===== src/rtl/cache_controller_pkg.sv =====
// Shared definitions for the cache sequencing controller: store control codes,
// FSM state encoding, word/block widths and the block word-select helper.
package cache_controller_pkg;

  localparam int WORD_W  = 13;
  localparam int BLOCK_W = 3 * WORD_W;

  typedef enum logic [1:0] {
    CC_IDLE  = 2'b00,
    CC_READ  = 2'b01,
    CC_WRITE = 2'b10,
    CC_PULL  = 2'b11
  } cc_e;

  typedef enum logic [2:0] {
    S_IDLE     = 3'd0,
    S_LOOKUP   = 3'd1,
    S_MISS_REQ = 3'd2,
    S_FILL     = 3'd3,
    S_WR_MEM   = 3'd4,
    S_RESP     = 3'd5
  } state_e;

  // Offset 3 never reaches a fetch, so it maps to zero.
  function automatic logic [WORD_W-1:0] block_word(input logic [BLOCK_W-1:0] blk,
                                                   input logic [1:0]         k);
    logic [WORD_W-1:0] w;
    case (k)
      2'd0:    w = blk[WORD_W-1:0];
      2'd1:    w = blk[2*WORD_W-1:WORD_W];
      2'd2:    w = blk[3*WORD_W-1:2*WORD_W];
      default: w = '0;
    endcase
    return w;
  endfunction

endpackage


===== src/rtl/cache_controller_if.sv =====
// CPU, cache-store and main-memory signals of the cache controller.
// Handshakes: cpu_req is held until the one-cycle cpu_ready pulse; mem_req is held until the one-cycle mem_ack.
interface cache_controller_if
  import cache_controller_pkg::*;
#(
  parameter int ADDR_W = 10
) ();
  logic                cpu_req;
  logic                cpu_we;
  logic [ADDR_W-1:0]   cpu_addr;
  logic [WORD_W-1:0]   cpu_wdata;
  logic                cpu_ready;
  logic [WORD_W-1:0]   cpu_rdata;
  logic                cpu_err;
  logic [1:0]          cache_ctrl;
  logic [2:0]          cache_index;
  logic [1:0]          cache_offset;
  logic [WORD_W-1:0]   cache_wdata;
  logic [WORD_W-1:0]   cache_rdata;
  logic                mem_req;
  logic                mem_we;
  logic [ADDR_W-1:0]   mem_addr;
  logic [WORD_W-1:0]   mem_wdata;
  logic                mem_ack;
  logic [BLOCK_W-1:0]  mem_block;
  logic [2:0]          state_dbg;

  modport master (
    input  cpu_req, cpu_we, cpu_addr, cpu_wdata, cache_rdata, mem_ack, mem_block,
    output cpu_ready, cpu_rdata, cpu_err, cache_ctrl, cache_index, cache_offset,
           cache_wdata, mem_req, mem_we, mem_addr, mem_wdata, state_dbg
  );

  modport slave (
    output cpu_req, cpu_we, cpu_addr, cpu_wdata, cache_rdata, mem_ack, mem_block,
    input  cpu_ready, cpu_rdata, cpu_err, cache_ctrl, cache_index, cache_offset,
           cache_wdata, mem_req, mem_we, mem_addr, mem_wdata, state_dbg
  );
endinterface


===== src/rtl/cache_tag_store.sv =====
// 8-entry key/valid array for the direct-mapped cache; key = {tag, offset}.
// Valid bits clear synchronously on rst; hit is combinational on the current index/key.
module cache_tag_store #(
  parameter int KEY_W = 7
) (
  input  logic             clk,
  input  logic             rst,
  input  logic [2:0]       index,
  input  logic [KEY_W-1:0] key,
  input  logic             fill_en,
  output logic             hit
);
  logic [7:0]       valid_q, valid_d;
  logic [KEY_W-1:0] key_q [8];
  logic [KEY_W-1:0] key_d [8];

  always_comb begin
    valid_d = valid_q;
    key_d   = key_q;
    if (fill_en) begin
      valid_d[index] = 1'b1;
      key_d[index]   = key;
    end
  end

  always_ff @(posedge clk) begin
    if (rst) valid_q <= '0;
    else     valid_q <= valid_d;
    key_q <= key_d;
  end

  assign hit = valid_q[index] && (key_q[index] == key);
endmodule


===== src/rtl/cache_controller.sv =====
// Cache sequencing controller: tag lookup, miss fill over mem req/ack, write-through without allocate.
// Defining CACHE_CTRL_STATS_EN adds saturating read hit/miss counters.
module cache_controller
  import cache_controller_pkg::*;
#(
  parameter int ADDR_W = 10
) (
  input  logic clk,
  input  logic rst,
  cache_controller_if.master bus
`ifdef CACHE_CTRL_STATS_EN
  ,
  output logic [15:0] hit_count,
  output logic [15:0] miss_count
`endif
);
  localparam int KEY_W = ADDR_W - 3;

  state_e            state_q, state_d;
  logic [ADDR_W-1:0] addr_q, addr_d;
  logic              we_q, we_d, err_q, err_d;
  logic [WORD_W-1:0] wdata_q, wdata_d, word_q, word_d, rdata_q, rdata_d;
  logic              hit, fill_en;
  logic [2:0]        index;
  logic [1:0]        offset;
  logic [KEY_W-1:0]  key;
  cc_e               cc;

  assign index  = addr_q[4:2];
  assign offset = addr_q[1:0];
  assign key    = {addr_q[ADDR_W-1:5], offset};

  cache_tag_store #(.KEY_W(KEY_W)) u_tags (
    .clk     (clk),
    .rst     (rst),
    .index   (index),
    .key     (key),
    .fill_en (fill_en),
    .hit     (hit)
  );

  always_comb begin
    state_d         = state_q;
    addr_d          = addr_q;
    we_d            = we_q;
    wdata_d         = wdata_q;
    err_d           = err_q;
    word_d          = word_q;
    rdata_d         = rdata_q;
    fill_en         = 1'b0;
    cc              = CC_IDLE;
    bus.cache_wdata = '0;
    bus.mem_req     = 1'b0;
    bus.mem_we      = 1'b0;
    bus.mem_addr    = '0;
    bus.mem_wdata   = '0;
    bus.cpu_ready   = 1'b0;
    bus.cpu_err     = 1'b0;
    case (state_q)
      S_IDLE: begin
        if (bus.cpu_req) begin
          addr_d  = bus.cpu_addr;
          we_d    = bus.cpu_we;
          wdata_d = bus.cpu_wdata;
          err_d   = (bus.cpu_addr[1:0] == 2'b11);
          state_d = (bus.cpu_addr[1:0] == 2'b11) ? S_RESP : S_LOOKUP;
        end
      end
      S_LOOKUP: begin
        if (!we_q) begin
          if (hit) begin
            cc      = CC_READ;
            rdata_d = bus.cache_rdata;
            state_d = S_RESP;
          end else begin
            state_d = S_MISS_REQ;
          end
        end else begin
          // Write misses bypass the store entirely: no allocate.
          if (hit) begin
            cc              = CC_WRITE;
            bus.cache_wdata = wdata_q;
          end
          state_d = S_WR_MEM;
        end
      end
      S_MISS_REQ: begin
        cc           = CC_PULL;
        bus.mem_req  = 1'b1;
        bus.mem_addr = {addr_q[ADDR_W-1:2], 2'b00};
        if (bus.mem_ack) begin
          word_d  = block_word(bus.mem_block, offset);
          state_d = S_FILL;
        end
      end
      S_FILL: begin
        cc              = CC_WRITE;
        bus.cache_wdata = word_q;
        fill_en         = 1'b1;
        rdata_d         = word_q;
        state_d         = S_RESP;
      end
      S_WR_MEM: begin
        bus.mem_req   = 1'b1;
        bus.mem_we    = 1'b1;
        bus.mem_addr  = addr_q;
        bus.mem_wdata = wdata_q;
        if (bus.mem_ack) state_d = S_RESP;
      end
      S_RESP: begin
        bus.cpu_ready = 1'b1;
        bus.cpu_err   = err_q;
        state_d       = S_IDLE;
      end
      default: state_d = S_IDLE;
    endcase
  end

  always_ff @(posedge clk) begin
    if (rst) begin
      state_q <= S_IDLE;
      addr_q  <= '0;
      we_q    <= 1'b0;
      wdata_q <= '0;
      err_q   <= 1'b0;
      word_q  <= '0;
      rdata_q <= '0;
    end else begin
      state_q <= state_d;
      addr_q  <= addr_d;
      we_q    <= we_d;
      wdata_q <= wdata_d;
      err_q   <= err_d;
      word_q  <= word_d;
      rdata_q <= rdata_d;
    end
  end

  assign bus.cache_ctrl   = cc;
  assign bus.cache_index  = index;
  assign bus.cache_offset = offset;
  assign bus.cpu_rdata    = rdata_q;
  assign bus.state_dbg    = state_q;

`ifdef CACHE_CTRL_STATS_EN
  logic [15:0] hit_cnt_q, hit_cnt_d, miss_cnt_q, miss_cnt_d;

  always_comb begin
    hit_cnt_d  = hit_cnt_q;
    miss_cnt_d = miss_cnt_q;
    if (state_q == S_LOOKUP && !we_q) begin
      if (hit && hit_cnt_q != 16'hFFFF)   hit_cnt_d  = hit_cnt_q + 16'd1;
      if (!hit && miss_cnt_q != 16'hFFFF) miss_cnt_d = miss_cnt_q + 16'd1;
    end
  end

  always_ff @(posedge clk) begin
    if (rst) begin
      hit_cnt_q  <= '0;
      miss_cnt_q <= '0;
    end else begin
      hit_cnt_q  <= hit_cnt_d;
      miss_cnt_q <= miss_cnt_d;
    end
  end

  assign hit_count  = hit_cnt_q;
  assign miss_count = miss_cnt_q;
`endif
endmodule

===== src/flat_wrapper.sv =====
// flat-port wrapper written by rule: the top's interface ports become plain ports
module cache_controller_flat import cache_controller_pkg::*;
#(
  parameter int ADDR_W = 10
)
  (clk, rst, bus_cpu_req, bus_cpu_we, bus_cpu_addr, bus_cpu_wdata, bus_cache_rdata, bus_mem_ack, bus_mem_block, bus_cpu_ready, bus_cpu_rdata, bus_cpu_err, bus_cache_ctrl, bus_cache_index, bus_cache_offset, bus_cache_wdata, bus_mem_req, bus_mem_we, bus_mem_addr, bus_mem_wdata, bus_state_dbg);
  cache_controller_if #(.ADDR_W(ADDR_W)) bus_i ();
  input  logic clk;
  input  logic rst;
  input wire logic [$bits(bus_i.cpu_req)-1:0] bus_cpu_req;
  input wire logic [$bits(bus_i.cpu_we)-1:0] bus_cpu_we;
  input wire logic [$bits(bus_i.cpu_addr)-1:0] bus_cpu_addr;
  input wire logic [$bits(bus_i.cpu_wdata)-1:0] bus_cpu_wdata;
  input wire logic [$bits(bus_i.cache_rdata)-1:0] bus_cache_rdata;
  input wire logic [$bits(bus_i.mem_ack)-1:0] bus_mem_ack;
  input wire logic [$bits(bus_i.mem_block)-1:0] bus_mem_block;
  output wire logic [$bits(bus_i.cpu_ready)-1:0] bus_cpu_ready;
  output wire logic [$bits(bus_i.cpu_rdata)-1:0] bus_cpu_rdata;
  output wire logic [$bits(bus_i.cpu_err)-1:0] bus_cpu_err;
  output wire logic [$bits(bus_i.cache_ctrl)-1:0] bus_cache_ctrl;
  output wire logic [$bits(bus_i.cache_index)-1:0] bus_cache_index;
  output wire logic [$bits(bus_i.cache_offset)-1:0] bus_cache_offset;
  output wire logic [$bits(bus_i.cache_wdata)-1:0] bus_cache_wdata;
  output wire logic [$bits(bus_i.mem_req)-1:0] bus_mem_req;
  output wire logic [$bits(bus_i.mem_we)-1:0] bus_mem_we;
  output wire logic [$bits(bus_i.mem_addr)-1:0] bus_mem_addr;
  output wire logic [$bits(bus_i.mem_wdata)-1:0] bus_mem_wdata;
  output wire logic [$bits(bus_i.state_dbg)-1:0] bus_state_dbg;
  assign bus_i.cpu_req = bus_cpu_req;
  assign bus_i.cpu_we = bus_cpu_we;
  assign bus_i.cpu_addr = bus_cpu_addr;
  assign bus_i.cpu_wdata = bus_cpu_wdata;
  assign bus_i.cache_rdata = bus_cache_rdata;
  assign bus_i.mem_ack = bus_mem_ack;
  assign bus_i.mem_block = bus_mem_block;
  assign bus_cpu_ready = bus_i.cpu_ready;
  assign bus_cpu_rdata = bus_i.cpu_rdata;
  assign bus_cpu_err = bus_i.cpu_err;
  assign bus_cache_ctrl = bus_i.cache_ctrl;
  assign bus_cache_index = bus_i.cache_index;
  assign bus_cache_offset = bus_i.cache_offset;
  assign bus_cache_wdata = bus_i.cache_wdata;
  assign bus_mem_req = bus_i.mem_req;
  assign bus_mem_we = bus_i.mem_we;
  assign bus_mem_addr = bus_i.mem_addr;
  assign bus_mem_wdata = bus_i.mem_wdata;
  assign bus_state_dbg = bus_i.state_dbg;
  cache_controller #(.ADDR_W(ADDR_W)) u_core (.clk(clk), .rst(rst), .bus(bus_i));
endmodule

===== config.mk =====
export PLATFORM = sky130hd
export DESIGN_NAME = cache_controller_flat
export DESIGN_NICKNAME = d
export VERILOG_FILES = /design/src/rtl/cache_controller_pkg.sv /design/src/rtl/cache_controller_if.sv /design/src/rtl/cache_tag_store.sv /design/src/rtl/cache_controller.sv /design/src/flat_wrapper.sv
export SDC_FILE = /design/constraint.sdc
export NUM_CORES = 1
export LEC_CHECK = 0
export BUFFER_PORTS_ARGS = -buffer_cell sky130_fd_sc_hd__buf_4
export CORE_UTILIZATION = 32
export CTS_BUF_LIST = sky130_fd_sc_hd__clkbuf_4
export DETAILED_ROUTE_END_ITERATION = 10
export GPL_TIMING_DRIVEN = 0
export PLACE_DENSITY = 0.57
export REMOVE_ABC_BUFFERS = 1
export SYNTH_ARGS = -nofsm -noshare
export SYNTH_HDL_FRONTEND = slang
export SYNTH_SLANG_ARGS = --single-unit

===== constraint.sdc =====
create_clock -name clk -period 3.2 [get_ports clk]
set_input_delay 0.64 -clock clk [delete_from_list [all_inputs] [get_ports clk]]
set_output_delay 0.64 -clock clk [all_outputs]
set_load 0.1 [all_outputs]

After elaboration in Yosys (flattened, before gate mapping)
Index checks and enable logic that the tools add are counted.
- reductions and logical operators: 11
- equal/unequal tests: 14
- mux-type cells: 35
- $lt $le $gt $ge: 4
- bitwise logic cells: 2
- operator list (cell ; number):
    13-bit 2-to-1 mux ; 5
    56-bit bitwise mux ; 1
    13-bit one-hot mux with 2 select lines ; 2
    13-bit one-hot mux with 3 select lines ; 1
    7-bit binary-select mux with 3-bit select ; 1
    7-bit demux with 3-bit select ; 1
    7-bit 2-to-1 mux ; 3
    10-bit one-hot mux with 2 select lines ; 1
    3-bit 2-to-1 mux ; 6
    3-bit one-hot mux with 5 select lines ; 1
    1-bit 2-to-1 mux ; 8
    2-bit inequality test, second input constant ; 4
    8-bit bitwise OR ; 1
    7-bit == test ; 1
    3-bit by 2-bit == test with 1-bit output, second input constant ; 2
    3-bit == test, second input constant ; 2
    2-bit one-hot mux with 3 select lines ; 1
    3-bit AND reduction ; 2
    2-bit == test, second input constant ; 2
    4-bit >= comparator, second input constant ; 1
    3-bit by 4-bit < comparator with 1-bit output, second input constant ; 1
    4-bit by 1-bit < comparator with 1-bit output, second input constant ; 1
    2-bit 2-to-1 mux ; 2
    3-bit NOT with 4-bit output ; 1
    other kinds (12) ; 15
- output and inout bits: 63
- input bits: 80
- register bits: 118
- logic and storage cells: 82

Logic depth before layout (Yosys ltp)
Gate-level depths: netlist (run 1).
- word-level depth: 9
- gate-level depth with buffers: 12
- gate-level depth less buffers: 7

By module
A second synthesis (run 1) with hierarchy kept.
- cell total of the unflattened synthesis: 479
- area total of the unflattened synthesis: 5507.8 sq um
- modules (own cells, without submodules) (module ; area an instance (sq um) ; cells each ; times used ; sequential area each (sq um)):
    cache_controller ; 2940.3 ; 341 ; 1 ; 1081.0
    cache_tag_store ; 2567.5 ; 138 ; 1 ; 1841.8

Worst setup path after synthesis (run 1)
No wires, ideal clock.
- kind: register to output
- from: reg u_core.state_q[1], in the netlist u_core.bus.state_dbg[1]
- to: out bus_mem_addr[2]
- path slack: -1.199 ns
- required time: 2.560 ns
- arrival: 3.759 ns
- path buffers: 1
- cell stages (with the launch flop): 5
- cell sequence: dfxtp_1 > clkbuf_1 > xnor2_1 > nor2_1 > and2_1
- word-level cells in the longest chain between the ends: 2
- elaborated cells between the ends (all ways): 3
- classes of those cells: eq/ne (2); mux (1)
- ends and longest elaborated chain (element ; RTL line ; source):
    start, declared ; cache_controller.sv:19 ; state_e state_q, state_d;
    start signal, assigned ; cache_controller.sv:129 ; state_q <= state_d;
    3-bit == test / 3-bit by 2-bit == test with 1-bit output (equally long branches) ; cache_controller.sv:59 ; case (state_q)
    10-bit one-hot mux with 2 select lines * ; cache_controller.sv:59 ;
    end, declared ; flat_wrapper.sv:26 ; output wire logic [$bits(bus_i.mem_addr)-1:0] bus_mem_addr;
Every way passes the cells marked *; elsewhere a longest branch is shown, timed or not.

Worst setup path in the final report (run 1)
- from: reg u_core.addr_q[2]
- to: out bus_cache_wdata[0]
- word-level cells in the longest chain between the ends: 9
- elaborated cells between the ends (all ways): 11
- classes of those cells: eq/ne (1); mux (8); bitwise (1); reduce/logical (1)
- ends and longest elaborated chain (element ; RTL line ; source):
    start, declared ; cache_controller.sv:20 ; logic [ADDR_W-1:0] addr_q, addr_d;
    start signal, assigned ; cache_controller.sv:130 ; addr_q <= addr_d;
    3-bit NOT with 4-bit output (implied by the code) ; cache_tag_store.sv:32 ; assign hit = valid_q[index] && (key_q[index] == key);
    7-bit binary-select mux with 3-bit select ; cache_tag_store.sv:32 ;
    7-bit 2-to-1 mux (implied by the code) (2 in series) ; cache_tag_store.sv:32 ;
    7-bit == test ; cache_tag_store.sv:32 ;
    1-bit logical AND * ; cache_tag_store.sv:32 ;
    13-bit 2-to-1 mux * ; cache_controller.sv:80 ; if (hit) begin
    13-bit 2-to-1 mux * ; cache_controller.sv:70 ; if (!we_q) begin
    13-bit one-hot mux with 2 select lines * ; cache_controller.sv:59 ;
    end, declared ; flat_wrapper.sv:23 ; output wire logic [$bits(bus_i.cache_wdata)-1:0] bus_cache_wdata;
Every way passes the cells marked *; elsewhere a longest branch is shown, timed or not. The select of a mux whose other input is x is not followed.

==> results of run 1 <==
worst min-delay path: cells and delay by family:
kind / cells / cell delay, ns
compound gates: 1 / 0.05
buf+inv: 1 / 0.11
simple gates: 1 / 0.04
Yosys cell counts, types with 4 or more instances:
cell type / number
a211oi_1: 14
a21oi_1: 45
a22o_1: 14
a22oi_1: 4
and2_1: 24
and3_1: 5
buf_2: 11
buf_4: 7
clkbuf_1: 30
dfxtp_1: 62
edfxtp_1: 56
mux2_2: 4
mux2i_1: 44
mux4_2: 5
nand2_1: 58
nand2b_1: 7
nor2_1: 38
nor2b_1: 6
nor3_1: 7
nor3b_1: 6
o2111ai_1: 14
o21a_1: 6
o31ai_1: 14
flip-flops by register name, indices dropped and copies added, names as in the netlist:
signal                 flops
u_core.addr_q             10
u_core.word_q             13
u_core.wdata_q            13
u_core.bus.cpu_rdata      13
u_core.bus.state_dbg       3
u_core.u_tags.key_q       56
u_core.u_tags.valid_q      8
u_core.err_q               1
u_core.we_q                1
stage by stage:
step	std cells	TNS, ns	util (%)	area (um^2)
6_report	881	-9.902	44.51	7382
5_1_grt	881	-12.83	44.51	7382
4_1_cts	881	-12.21	44.39	7362
3_5_place_dp	833	-31.55	39.99	6631
3_3_place_gp	827	-53.87	39.45	6543
2_1_floorplan	465	-92.59	-	5201
placed cells by master, fill, tap and decap left out, types with 8 or more instances in the layout:
master     instances
nor2_1            36
nand2_1           57
edfxtp_1          56
buf_12            17
clkbuf_4          22
o31ai_1           14
buf_6              8
dfxtp_1           57
mux2i_1           44
o2111ai_1         13
a22o_1            14
a211oi_1          14
buf_4            137
and2_1            24
a21oi_1           45
kinds of logic (layout without fill, tap and decap cells):
logic type	Yosys count	after routing	share of synthesized area, %
compound gates	125	125	15.72
xor+xnor	3	3	0.4834
buf+inv	53	198	4.534
flops	118	118	53.76
mux	53	53	11.00
simple gates	163	164	14.50
repair_timing:
item,CTS,global route
gates resized for setup,59,6
gates cloned,1,0
hold buffers,0,0
pin swaps,10,1
buffers inserted,15,0
endpoints found under the hold margin,0,0
setup endpoints to repair,75,41
power groups by stage:
stage / Clock (mW) / Combinational, mW / Sequential, mW
6_report: 1.20 / 1.09 / 1.83
5_1_grt: 1.28 / 1.17 / 1.85
3_5_place_dp: 0 / 0.982 / 1.90
4_1_cts: 1.22 / 1.10 / 1.83
2_1_floorplan: 0 / 0.544 / 1.98
3_3_place_gp: 0 / 0.955 / 1.89
path summary, 6_finish.rpt:
path	start	end
setup / recovery	u_core.addr_q[2]	bus_cache_wdata[0]
hold / removal	bus_cpu_wdata[10]	u_core.wdata_q[10]
setup reg to reg	u_core.addr_q[2]	u_core.bus.cpu_rdata[12]
hold reg to reg	u_core.err_q	u_core.err_q
cell type report:
cell class                 count  share of cell area [%]
tap                          220                   3.729
clock inverter                10                   2.102
sequential                   118                   39.78
inverter                       3                  0.1525
clock buffer                  22                   2.237
multi-input combinational    345                   32.03
timing repair buffer         163                   19.97
routing by layer:
layer  track usage [%]  part of all wire (%)
met3             6.459                   7.5
met2             31.55                    49
met4             8.365                   3.0
met1             21.75                    41
met5                 0                     0
==> impl_metrics.json, run 1 <==
{
  "outcome": "complete, but fails checks",
  "violations": "negative setup slack",
  "critPathMaxStageDelay_ns": 0.55,
  "synth-edff-count": 56,
  "critPathKind": "register to output port",
  "p_int_mw": 2.715,
  "ant_nets": 0,
  "reg2reg_depth": 9,
  "p_leak_nw": 2.877,
  "drt_wl_total_mm": 16.19,
  "grt_overflow": 0,
  "yosysSeqAreaShare_pct": 53.76,
  "syn_area_per_cell_um2": 10.56,
  "p_clk_share_pct": 29.1,
  "period_share_pct": 121.8,
  "grt_max_degree": 57,
  "area_delta_synth_final_pct": 35.79,
  "cp_max_fo": 7,
  "drc": 0,
  "synthArstFlopShare_pct": 0,
  "grt_setup_unrepaired": "yes",
  "drt_first_pass_iters": 4,
  "first_iter_violations": 234,
  "fmaxAchievable_ghz": 0.2566,
  "gp_congestion": 0.7720,
  "synthFlopType": "dfxtp_1",
  "synth_area_leaders": "edfxtp_1 31%, dfxtp_1 23%, mux2i_1 8.1%",
  "peakVddDrop_uv": 252.7,
  "viasPerCell": 5.163,
  "num_vias": 4549,
  "grt_use_total_pct": 18.84,
  "holdPathStages": 3,
  "cts.clk_slew.worst_paths_ns": 0.11,
  "rrSetupSlack_ns": 0.17,
  "grt_pass1_vias": 4602,
  "synth_cells": 515,
  "numCtsBuffers": 17,
  "p_seq_share_pct": 44.4,
  "timing.critical_path.buf_inv": 2,
  "nets": 728,
  "crit_required_ns": 2.56,
  "ys_warn_count": 0,
  "netlist.area_leader.share_pct": 30.93,
  "coreArea_mm2": 0.01658,
  "antenna_found_initial": 0,
  "startpoint_type": "register",
  "arrival_ns": 3.26,
  "switchingPower_mw": 1.413,
  "max_slew.worst_pin.slew_ns": 0.9683,
  "hold_slack_ns": 0.3687,
  "grt_pass1_wl_mm": 25.14,
  "maxCapViolCount": 0,
  "end_kind": "output port",
  "htreeDepth": 4,
  "drive_gt1_share_pct": 34.04,
  "clockBufferDepth": 2,
  "synth_area_leader_cell": "edfxtp_1",
  "die_w_um": 132.3,
  "root_buffer": "clkbuf_4",
  "wl_per_cell_um": 18.37,
  "start_util_pct": 32.78,
  "maxSlewHeadroom_pct": 35.31,
  "syn_area_mm2": 0.005436,
  "clock-sinks": 118,
  "crit_top_cell": "buf_12",
  "min_path_type": "input pin to register",
  "slowest_stage": "or4_4",
  "ys_types": 42,
  "portBuffers": 142,
  "fin_ws_ns": -0.6969,
  "dieArea_mm2": 0.01751,
  "drv_slew": 0,
  "cts_tree": "yes",
  "finalPower_mw": 4.128,
  "hpwl_mm": 10.77,
  "p_sw_share_pct": 34.24,
  "hold_viol": 0,
  "p_per_area_mw_per_mm2": 559.2,
  "place_ws_ns": -1.504,
  "p_comb_share_pct": 26.5,
  "ioPinCount": 143,
  "setup_viol": 15,
  "skew_ns": 0.02372,
  "fill_cells": 1579,
  "ys_ff_latch": 118,
  "multi_input_area_mm2": 0.002365,
  "critical_path_depth": 8,
  "dieHeight_um": 132.3,
  "cpLargestDelayFamily": "simple AND/OR/NAND/NOR gates",
  "crit_chain": "buf_12 > mux4_2 > and3_1 > or4_4 > nor3_4 > and4b_4 > a22o_1 > buf_12",
  "antennaDiodeCount": 0,
  "clk_latency_ns": 0.51,
  "rows": 47,
  "final.min_clock_period_ns": 3.897,
  "seqCellArea_mm2": 0.002937
}
Note: power is estimated with default switching activity, not from simulation.
==> run 2, diff against run 1 <==
--- a/config.mk
+++ b/config.mk
@@ -11,7 +11,6 @@
 export DETAILED_ROUTE_END_ITERATION = 10
 export GPL_TIMING_DRIVEN = 0
 export PLACE_DENSITY = 0.57
-export REMOVE_ABC_BUFFERS = 1
 export SYNTH_ARGS = -nofsm -noshare
 export SYNTH_HDL_FRONTEND = slang
 export SYNTH_SLANG_ARGS = --single-unit
==> impl_metrics.json, run 2 (synthesis gave the netlist of run 1 again) <==
{
  "outcome": "complete, but fails checks",
  "violations": "negative setup slack",
  "antennaDiodeCount": 0,
  "hold_slack_ns": 0.3573,
  "clk_latency_ns": 0.51,
  "p_leak_nw": 3.085,
  "cts.clk_slew.worst_paths_ns": 0.12,
  "ant_nets": 0,
  "max_slew.worst_pin.slew_ns": 1.059,
  "clock-sinks": 118,
  "grt_use_total_pct": 20.56,
  "portBuffers": 142,
  "htreeDepth": 4,
  "ioPinCount": 143,
  "gp_congestion": 0.8587,
  "dieHeight_um": 132.3,
  "die_w_um": 132.3,
  "rrSetupSlack_ns": 0.08,
  "fmaxAchievable_ghz": 0.2503,
  "grt_pass1_wl_mm": 27.21,
  "dieArea_mm2": 0.01751,
  "final_cell_mix": "151 x buf_4, 58 x nand2_1, 57 x dfxtp_1, 56 x edfxtp_1",
  "syn_nets": 595,
  "setup_viol": 15,
  "layout_commonest_cell": "buf_4",
  "numCtsBuffers": 17,
  "drc": 0,
  "largest_reg_flops": 56,
  "coreArea_mm2": 0.01658,
  "maxSlewHeadroom_pct": 29.13,
  "clockBufferDepth": 2,
  "nets": 772,
  "first_iter_violations": 337,
  "wl_per_cell_um": 19.15,
  "drv_slew": 0,
  "start_util_pct": 32.78,
  "rows": 47,
  "drt_first_pass_iters": 5,
  "fin_ws_ns": -0.7954,
  "grt_setup_unrepaired": "yes",
  "hold_viol": 0,
  "period_share_pct": 124.9,
  "startpoint_type": "register",
  "area_delta_synth_final_pct": 43.02,
  "root_buffer": "clkbuf_4",
  "critPathKind": "register to output port",
  "drt_wl_total_mm": 17.72,
  "min_path_type": "input pin to register",
  "hpwl_mm": 13.03,
  "placed_area_mm2": 0.007015,
  "final.min_clock_period_ns": 3.995,
  "grt_max_degree": 17,
  "ctsHoldBuffers": 0,
  "grt_overflow": 0,
  "arrival_ns": 3.36,
  "maxCapViolCount": 0,
  "viasPerCell": 5.092,
  "antenna_found_initial": 0,
  "num_vias": 4710,
  "end_kind": "output port",
  "cp_max_fo": 8,
  "drive_gt1_share_pct": 39.43,
  "crit_required_ns": 2.56,
  "skew_ns": 0.02009,
  "p_per_area_mw_per_mm2": 532.5,
  "peakVddDrop_uv": 190.3,
  "cts_tree": "yes",
  "grt_pass1_vias": 4798,
  "stdcell_area_mm2": 0.007775,
  "top_register": "u_core.u_tags.key_q"
}
run 2: path summary, 6_finish.rpt:
| kind | startpoint | endpoint | cells after the start |
|---|---|---|---|
| max | u_core.addr_q[2] | bus_cache_wdata[4] | 11 |
| min | bus_cpu_wdata[8] | u_core.wdata_q[8] | 3 |
| max reg2reg | u_core.addr_q[2] | u_core.bus.cpu_rdata[7] | 12 |
| min reg2reg | u_core.u_tags.valid_q[3] | u_core.u_tags.valid_q[3] | 1 |
run 2: worst max-delay path: stages (launching register included):
cell and delay, ns:
dfxtp_2 0.36, buf_8 0.13, mux4_2 0.51, and3_4 0.18, or4_4 0.55, nor3_4 0.21, and4b_1 0.23, buf_6 0.13
buf_12 0.11, buf_8 0.11, a22o_4 0.14, buf_12 0.17
run 2: metal layers:
layer  part of all wire (%)  global-route usage (%)  wire, um  vias up
met5                      0                       0         0        -
met4                    1.7                   7.854       303        0
met3                    6.5                   5.075      1153       18
met2                     52                   36.70      9218      178
met1                     40                   23.57      7041     2275
li1                       -                       -         -     2239
run 2: final cells by class:
class	instances	area [um^2]
Buffer	47	270.3
Tap cell	220	275.3
Clock buffer	20	150.1
Inverter	3	11.26
Timing Repair Buffer	161	1450
Sequential cell	118	2934
Multi-Input combinational cell	344	2547
Fill cell	1573	8808
Clock inverter	12	136.4
run 2: through the flow:
step                      cells  TNS, ns  utilization, %  setup slack, ns  power, mW
final                       925   -10.95           46.88          -0.7954      4.140
after global placement      877   -12.82           42.13          -0.6965      2.959
after floorplan             515  -0.9782               -          -0.1029      2.606
after CTS                   921   -11.23           46.61          -0.7839      4.133
after detailed placement    878   -8.951           42.30          -0.6571      2.974
after global routing        925   -13.24           46.88          -0.9433      4.300
run 2: what timing repair did:
item                                    in CTS  in global routing
cloned                                       1                  0
resized for setup                           73                 10
setup buffers                               12                  7
endpoints found under the setup margin      40                 25
pin swaps                                    6                  5
run 2: power by group:
group	total, mW	switching, mW	internal, mW	leakage (nW)
sequential	1.80	0.123	1.67	1.02
combinational	1.23	0.805	0.426	1.91
clock	1.11	0.556	0.556	0.156
total	4.14	1.48	2.66	3.08
